File: config.mk
export PLATFORM = sky130hd
export DESIGN_NAME = frame_mem_arbiter
export DESIGN_NICKNAME = d
export VERILOG_FILES = /design/src/rtl/frame_mem_pkg.sv /design/src/rtl/frame_mem_arbiter_rd_tag_pipe.sv /design/src/rtl/frame_mem_arbiter.sv
export SDC_FILE = /design/constraint.sdc
export NUM_CORES = 1
export LEC_CHECK = 0
export ABC_AREA = 0
export CAP_MARGIN = 20
export CORE_ASPECT_RATIO = 1.25
export CORE_MARGIN = 3
export CORE_UTILIZATION = 34
export CTS_BUF_LIST = sky130_fd_sc_hd__clkbuf_16
export CTS_CLUSTER_DIAMETER = 60
export DETAILED_ROUTE_END_ITERATION = 7
export PLACE_DENSITY = 0.81
export SLEW_MARGIN = 30
export SYNTH_ARGS = -nofsm -noshare
export SYNTH_HDL_FRONTEND = slang
export SYNTH_HIERARCHICAL = 1
export SYNTH_SLANG_ARGS = --single-unit
File: constraint.sdc
create_clock -name clk -period 2.02 [get_ports clk]
set_input_delay 0.202 -clock clk [delete_from_list [all_inputs] [get_ports clk]]
set_output_delay 0.202 -clock clk [all_outputs]
set_load 0.02 [all_outputs]
File: src/rtl/frame_mem_pkg.sv
// Shared types for the frame memory arbiter: read-tag layout, owner encoding
// and default bus widths.
package frame_mem_pkg;

  localparam int DEF_ADDR_W = 16;
  localparam int DEF_DATA_W = 32;

  typedef enum logic {
    OWN_VGA = 1'b0,
    OWN_VP  = 1'b1
  } owner_t;

  typedef struct packed {
    logic   valid;
    owner_t owner;
  } tag_t;

  localparam tag_t TAG_IDLE = '{valid: 1'b0, owner: OWN_VGA};

  function automatic tag_t make_tag(input logic valid, input owner_t owner);
    tag_t t;
    t.valid = valid;
    t.owner = owner;
    return t;
  endfunction

endpackage

File: src/rtl/frame_mem_arbiter_rd_tag_pipe.sv
// Shift register of read tags whose depth matches issue register plus RAM read
// latency, so the output stage lines up with mem_rdata.
module rd_tag_pipe
  import frame_mem_pkg::*;
#(
  parameter int DEPTH = 2
) (
  input  logic clk,
  input  logic clr_n,
  input  tag_t tag_in,
  output tag_t tag_out
);

  tag_t stage_reg [DEPTH];

  always_ff @(posedge clk or negedge clr_n) begin
    if (!clr_n) begin
      for (int i = 0; i < DEPTH; i++) begin
        stage_reg[i] <= TAG_IDLE;
      end
    end else begin
      stage_reg[0] <= tag_in;
      for (int i = 1; i < DEPTH; i++) begin
        stage_reg[i] <= stage_reg[i-1];
      end
    end
  end

  assign tag_out = stage_reg[DEPTH-1];

endmodule

File: src/rtl/frame_mem_arbiter.sv
// Single-port frame RAM arbiter: VGA has fixed priority, the vector processor is
// protected by a starvation counter, and read data is routed back by tag.
module frame_mem_arbiter
  import frame_mem_pkg::*;
#(
  parameter int ADDR_W       = DEF_ADDR_W,
  parameter int DATA_W       = DEF_DATA_W,
  parameter int RD_LAT       = 1,
  parameter int STARVE_LIMIT = 8
) (
  input  logic              clk,
  input  logic              rst,
  input  logic              vga_req,
  input  logic [ADDR_W-1:0] vga_addr,
  input  logic              vga_urgent,
  output logic              vga_gnt,
  output logic              vga_rvalid,
  output logic [DATA_W-1:0] vga_rdata,
  input  logic              vp_req,
  input  logic              vp_we,
  input  logic [ADDR_W-1:0] vp_addr,
  input  logic [DATA_W-1:0] vp_wdata,
  output logic              vp_gnt,
  output logic              vp_rvalid,
  output logic [DATA_W-1:0] vp_rdata,
  output logic [ADDR_W-1:0] mem_addr,
  output logic              mem_en,
  output logic              mem_we,
  output logic [DATA_W-1:0] mem_wdata,
  input  logic [DATA_W-1:0] mem_rdata
);

  localparam int              CNT_W   = $clog2(STARVE_LIMIT + 1);
  localparam logic [CNT_W-1:0] CNT_MAX = CNT_W'(STARVE_LIMIT);

  logic [CNT_W-1:0]  starve_cnt_reg, starve_cnt_next;
  logic              force_vp;
  logic              vp_win, vga_win;
  logic              mem_en_reg, mem_we_reg;
  logic [ADDR_W-1:0] mem_addr_reg;
  logic [DATA_W-1:0] mem_wdata_reg;
  tag_t              tag_push, tag_out;

  // Grants are masked while reset is held so every output reads 0 in reset.
  always_comb begin
    force_vp = (starve_cnt_reg >= CNT_MAX) && !vga_urgent;
    vp_win   = rst && vp_req && (!vga_req || force_vp);
    vga_win  = rst && vga_req && !vp_win;
  end

  always_comb begin
    starve_cnt_next = '0;
    if (vp_req && !vp_win) begin
      if (starve_cnt_reg >= CNT_MAX) begin
        starve_cnt_next = CNT_MAX;
      end else begin
        starve_cnt_next = starve_cnt_reg + CNT_W'(1);
      end
    end
  end

  always_ff @(posedge clk or negedge rst) begin
    if (!rst) begin
      starve_cnt_reg <= '0;
      mem_en_reg     <= 1'b0;
      mem_we_reg     <= 1'b0;
      mem_addr_reg   <= '0;
      mem_wdata_reg  <= '0;
    end else begin
      starve_cnt_reg <= starve_cnt_next;
      mem_en_reg     <= vp_win || vga_win;
      mem_we_reg     <= vp_win && vp_we;
      if (vp_win) begin
        mem_addr_reg <= vp_addr;
      end else if (vga_win) begin
        mem_addr_reg <= vga_addr;
      end
      if (vp_win && vp_we) begin
        mem_wdata_reg <= vp_wdata;
      end
    end
  end

  // Writes push an empty tag so the pipe keeps advancing one slot per cycle.
  always_comb begin
    tag_push = TAG_IDLE;
    if (vp_win && !vp_we) begin
      tag_push = make_tag(1'b1, OWN_VP);
    end else if (vga_win) begin
      tag_push = make_tag(1'b1, OWN_VGA);
    end
  end

  rd_tag_pipe #(
    .DEPTH(RD_LAT + 1)
  ) u_rd_tag_pipe (
    .clk    (clk),
    .clr_n  (rst),
    .tag_in (tag_push),
    .tag_out(tag_out)
  );

  always_comb begin
    vga_rvalid = tag_out.valid && (tag_out.owner == OWN_VGA);
    vp_rvalid  = tag_out.valid && (tag_out.owner == OWN_VP);
    vga_rdata  = vga_rvalid ? mem_rdata : '0;
    vp_rdata   = vp_rvalid ? mem_rdata : '0;
  end

  assign vga_gnt   = vga_win;
  assign vp_gnt    = vp_win;
  assign mem_en    = mem_en_reg;
  assign mem_we    = mem_we_reg;
  assign mem_addr  = mem_addr_reg;
  assign mem_wdata = mem_wdata_reg;

endmodule

Word level (Yosys, flattened, before mapping)
Index checks and enable logic that the tools add are counted.

word-level totals
  register bits = 58
  bits of input ports = 102
  output and inout port bits = 118
  logic and storage cells = 37

operators by class
  add/subtract/negate cells = 1
  $lt $le $gt $ge = 1
  muxes and demuxes = 8
  bitwise gates (word level) = 1
  reduce and logical (&&, ||, !) cells = 17

operators with widths
  kind                                                           count
  32-bit 2-to-1 mux                                              2
  16-bit 2-to-1 mux                                              2
  1-bit logical AND                                              10
  4-bit 2-to-1 mux                                               2
  4-bit by 1-bit adder with 4-bit output, second input constant  1
  4-bit >= comparator, second input constant                     1
  1-bit logical NOT                                              4
  2-bit 2-to-1 mux                                               2
  1-bit logical OR                                               2
  2-bit nonzero test                                             1
  1-bit NOT                                                      1

Longest topological paths before layout
Gate-level depths: netlist of run 1.

  depth in word-level cells = 8
  mapped depth = 6
  gate-level depth less buffers = 4

Modules after synthesis
Netlist of run 1, hierarchy kept.

by module, submodules not included
  module             times used  cells each  area each (um^2)  sequential area each (um^2)
  frame_mem_arbiter  1           264         2778.9            1351.3
  rd_tag_pipe        1           6           115.1             100.1

Worst setup path before layout of run 1
No wires, ideal clock.

  kind = reg-to-output
  start point = reg u_rd_tag_pipe.stage_reg (netlist bit u_rd_tag_pipe/tag_out[0])
  end point = out vga_rdata[22]
  arrival = 1.348 ns
  data required time = 1.818 ns
  slack = 0.470 ns
  stages on the path, launching flop included = 5
  buffers on the path = 2
  cell sequence = dfrtp_1 -> buf_4 -> nor2b_1 -> clkbuf_1 -> and2_1

between the ends
  longest elaborated chain between the ends = 3

RTL lines
  item                             RTL line                             RTL
  start, declared                  frame_mem_arbiter_rd_tag_pipe.sv:14  tag_t stage_reg [DEPTH];
  start signal, assigned by index  frame_mem_arbiter_rd_tag_pipe.sv:24  stage_reg[i] <= stage_reg[i-1];
  1-bit NOT                        frame_mem_arbiter.sv:104             vga_rvalid = tag_out.valid && (tag_out.owner == OWN_VGA);
  1-bit logical AND                frame_mem_arbiter.sv:104
  named net vga_rvalid             frame_mem_arbiter.sv:17              output logic vga_rvalid,
  32-bit 2-to-1 mux                frame_mem_arbiter.sv:106             vga_rdata = vga_rvalid ? mem_rdata : '0;
  end, declared                    frame_mem_arbiter.sv:18              output logic [DATA_W-1:0] vga_rdata,

The timed path passes the listed nets, and every way through them passes these cells.

Worst setup path after layout of run 1
  start point = reg starve_cnt_reg[3]
  end point = out vga_gnt

between the ends
  longest elaborated chain between the ends = 6

RTL lines
  item                    RTL line                 RTL
  start, declared         frame_mem_arbiter.sv:36  logic [CNT_W-1:0] starve_cnt_reg, starve_cnt_next;
  start signal, assigned  frame_mem_arbiter.sv:70  starve_cnt_reg <= starve_cnt_next;
  4-bit >= comparator     frame_mem_arbiter.sv:46  force_vp = (starve_cnt_reg >= CNT_MAX) && !vga_urgent;
  1-bit logical AND       frame_mem_arbiter.sv:46
  1-bit logical OR        frame_mem_arbiter.sv:47  vp_win = rst && vp_req && (!vga_req || force_vp);
  1-bit logical AND       frame_mem_arbiter.sv:47
  1-bit logical NOT       frame_mem_arbiter.sv:48  vga_win = rst && vga_req && !vp_win;
  1-bit logical AND       frame_mem_arbiter.sv:48
  end, declared           frame_mem_arbiter.sv:16  output logic vga_gnt,

No other way between the ends.

==> flow_summary_export.csv, run 1 <==
group,metric,value,unit
grt,grt_busiest_layer,"met2",
route,wirelength,10160,µm
synthesis,yosys.area.top_type_share,0.5015,
place,port_buffers,219,
cells_and_area,largest_reg_flops,32,
synthesis,ys_seq_area_frac,0.5015,
cts,cts_htree_levels,3,
place,dp_slack,0.07817,ns
cts,root_buffer,"clkbuf_16",
cts,cts_buffers,9,
die,start_util,0.3512,
synthesis,synth_area,2894,µm²
place,place_congestion,0.7402,
setup_path,criticalPathCategory,"flop to output pin",
run,drv_cap,0,
sta,worstMarginPinSlew,0.3785,ns
worst_hold_path,hold_path_class,"input pin to flop",
die,die_y,109.2,µm
cells_and_area,antennaDiodeCount,0,
grt,use_met2,0.3690,
die,io_pins,220,
pwr,p_sw,1.198,mW
route,viasPerCell,4.939,
synthesis,synth.area.top_cells,"dfrtp_1 50%, mux2_2 12%, and2_1 7.1%",
setup_path,endpoint_kind,"output pin",
place,hpwl,7891,µm
cts,clock_sinks,58,
grt,use_met3,0.06274,
place,placedInstanceArea,5186,µm²
pwr,clkPwrFrac,0.360,
sta,final.setup.tns,0,ns
pwr,finalPower,4.344,mW
sta,post-route-min-period,1.920,ns
cts,path_clk_slew,0.05,ns
cells_and_area,syn2layout_area_growth,93.60,%
setup_path,start_kind,"flop",
grt,overflow,0,
synthesis,ys_types,27,
route,first_iter_violations,165,
grt,grt_pass1_wl,14770,µm
route,ant_nets,0,
sta,whs,0.2897,ns
pwr,p_per_area,775.3,nW/µm²
sta,hold_violations,0,
cells_and_area,utilization,0.6799,
sta,timing.final.ws_setup,0.1001,ns
setup_path,worstPathMaxFanout,4,
grt,grt_pass1_vias,2885,
place,dp.cells,574,
synthesis,syn_avg_cell_area,10.72,µm²
status,status,"finished, final reports clean",
pwr,seqPwrFrac,0.337,
grt,gr-usage-met1,0.2162,
sta,slew_viol_final,0,
die,dieWidth,88.52,µm
grt,grtUsageTotal,0.2017,
cells_and_area,multi_input_area,1220,µm²
setup_path,crit_arrival,1.72,ns
sta,fin_crit_sh,0.9504,
die,core_area,8240,µm²
die,dieArea,9662,µm²
pwr,p_int,3.146,mW
route,firstDrtPassIters,4,
synthesis,synth_top_cell_by_area,"dfrtp_1",
die,fp-row-count,37,
sta,setup_violations,0,
cts,cts_tree,"built",
synthesis,syn_nets,374,
cells_and_area,layout.cells.non_filler,591,
cts,clockBufferDepth,2,
route,drc,0,
sta,clock_skew,0.006618,ns
cells_and_area,seq_area,1451,µm²
cts,clk_latency,0.32,ns
cells_and_area,drive_above_1_share,0.1194,
route,num_vias,2919,
route,drt-wirelength-per-cell,17.19,µm
synthesis,yosysWarnings,6,
pwr,ir_drop,561.1,µV
synthesis,postSynthCellCount,270,
worst_hold_path,hold_path_startpoint,"rst",
grt,grt_max_degree,77,
pwr,power.leakage,2.977,nW
pwr,combinationalPowerShare,0.302,
sta,max_freq,520.9,MHz
pwr,switching_share,0.2757,
sta,relSlewSlack,0.7476,
grt,antenna_found_initial,0,
cells_and_area,fillers,641,
cells_and_area,final_area,5603,µm²
cells_and_area,nets,593,
synthesis,ys_ff_latch,58,
setup_path,required,1.82,ns
setup_path,r2r_start,"starve_cnt_reg[3]$_DFF_PN0_",
sta,rsz0062_at_grt,"false",
setup_path,cp-startpoint,"starve_cnt_reg[3]$_DFF_PN0_",
power by group through the flow:
stage               clock network [mW]  logic, mW  registers, mW
floorplan                            0      0.325           1.71
global placement                     0       1.31           1.48
detailed placement                   0       1.33           1.49
CTS                               1.59       1.33           1.47
global route                      1.65       1.39           1.49
finish                            1.56       1.31           1.47
logic make-up after synthesis:
family | count (synthesis) | synth area share
xor gates and xnor gates | 1 | 0.003027
AOI/OAI and AO/OA | 39 | 0.1107
muxes | 32 | 0.1245
DFF | 58 | 0.5015
buffers and inverters | 49 | 0.07782
and+or+nand+nor | 89 | 0.1738
adders and majority gates | 2 | 0.008645
cell type report:
| class | instances | share of cell area |
|---|---|---|
| Inverter | 25 | 0.01675 |
| Clock buffer | 9 | 0.04020 |
| Timing Repair Buffer | 232 | 0.4294 |
| Clock inverter | 7 | 0.01519 |
| Tap cell | 97 | 0.02166 |
| Sequential cell | 58 | 0.2590 |
| Multi-Input combinational cell | 163 | 0.2177 |
layer usage:
metal | wire (µm) | up-vias | share of wire
met5 | 0 | - | 0
met2 | 5510 | 149 | 0.54
met3 | 862 | 12 | 0.085
met1 | 3622 | 1379 | 0.36
li1 | - | 1379 | -
met4 | 163 | 0 | 0.016
cells in the mapped netlist (all sizes together):
cell type  number
nand2          17
nor2            4
mux2           32
o2111ai        16
xnor2           1
a21o            1
a211oi          1
o211ai         17
nor3            1
dfrtp          58
clkinv          1
and2           33
buf            10
nand2b          1
ha              2
clkbuf         14
a31oi           1
and3           32
inv            24
o21ai           2
a211o           1
nor2b           1
cells in the final DEF, fill, tap and decap left out, types with 2 or more instances in the layout:
cell and n:
ha_1 2, clkdlybuf4s50_1 182, and3_1 32, dfrtp_1 58, nand2_1 17, mux2_1 2, inv_1 25, dlygate4sd2_1 2
nor2_1 4, bufinv_16 2, clkinv_1 2, buf_4 7, buf_6 3, dlymetal6s2s_1 34, o211ai_1 17, clkbuf_16 9
and2_1 33, mux2_2 30, clkinv_2 2, o2111ai_1 16, buf_12 2
what timing repair did:
action                                  CTS  global route
hold buffers                              1             0
hold endpoints to repair                 58             0
pin swaps                                 0             0
setup buffers                             0             0
endpoints found under the setup margin    2            51
gates resized for setup                   2            38
path summary, 6_finish.rpt:
kind,to,slack [ns],cells past startpoint
min,u_rd_tag_pipe/stage_reg[3]$_DFF_PN0_,0.29,3
max in group asynchronous,mem_addr[14]$_DFFE_PN0P_,1.16,3
max reg2reg,mem_wdata[24]$_DFFE_PN0P_,0.44,4
min reg2reg,u_rd_tag_pipe/tag_out[1]$_DFF_PN0_,0.35,0
min in group asynchronous,mem_addr[9]$_DFFE_PN0P_,0.57,3
max,vga_gnt,0.10,4
critical path, cell delays in order, from the launching register on:
cell and delay (ns):
dfrtp_1 0.40, nand2b_1 0.20, o211ai_1 0.13, inv_1 0.07
clkdlybuf4s50_1 0.60
Note: power is estimated with default switching activity, not from simulation.
==> inputs of run 2 (changes only) <==
- CTS_CLUSTER_SIZE: default -> 25
==> results of run 2 <==
The final DEF is identical to that of run 1; final timing and power are the same.
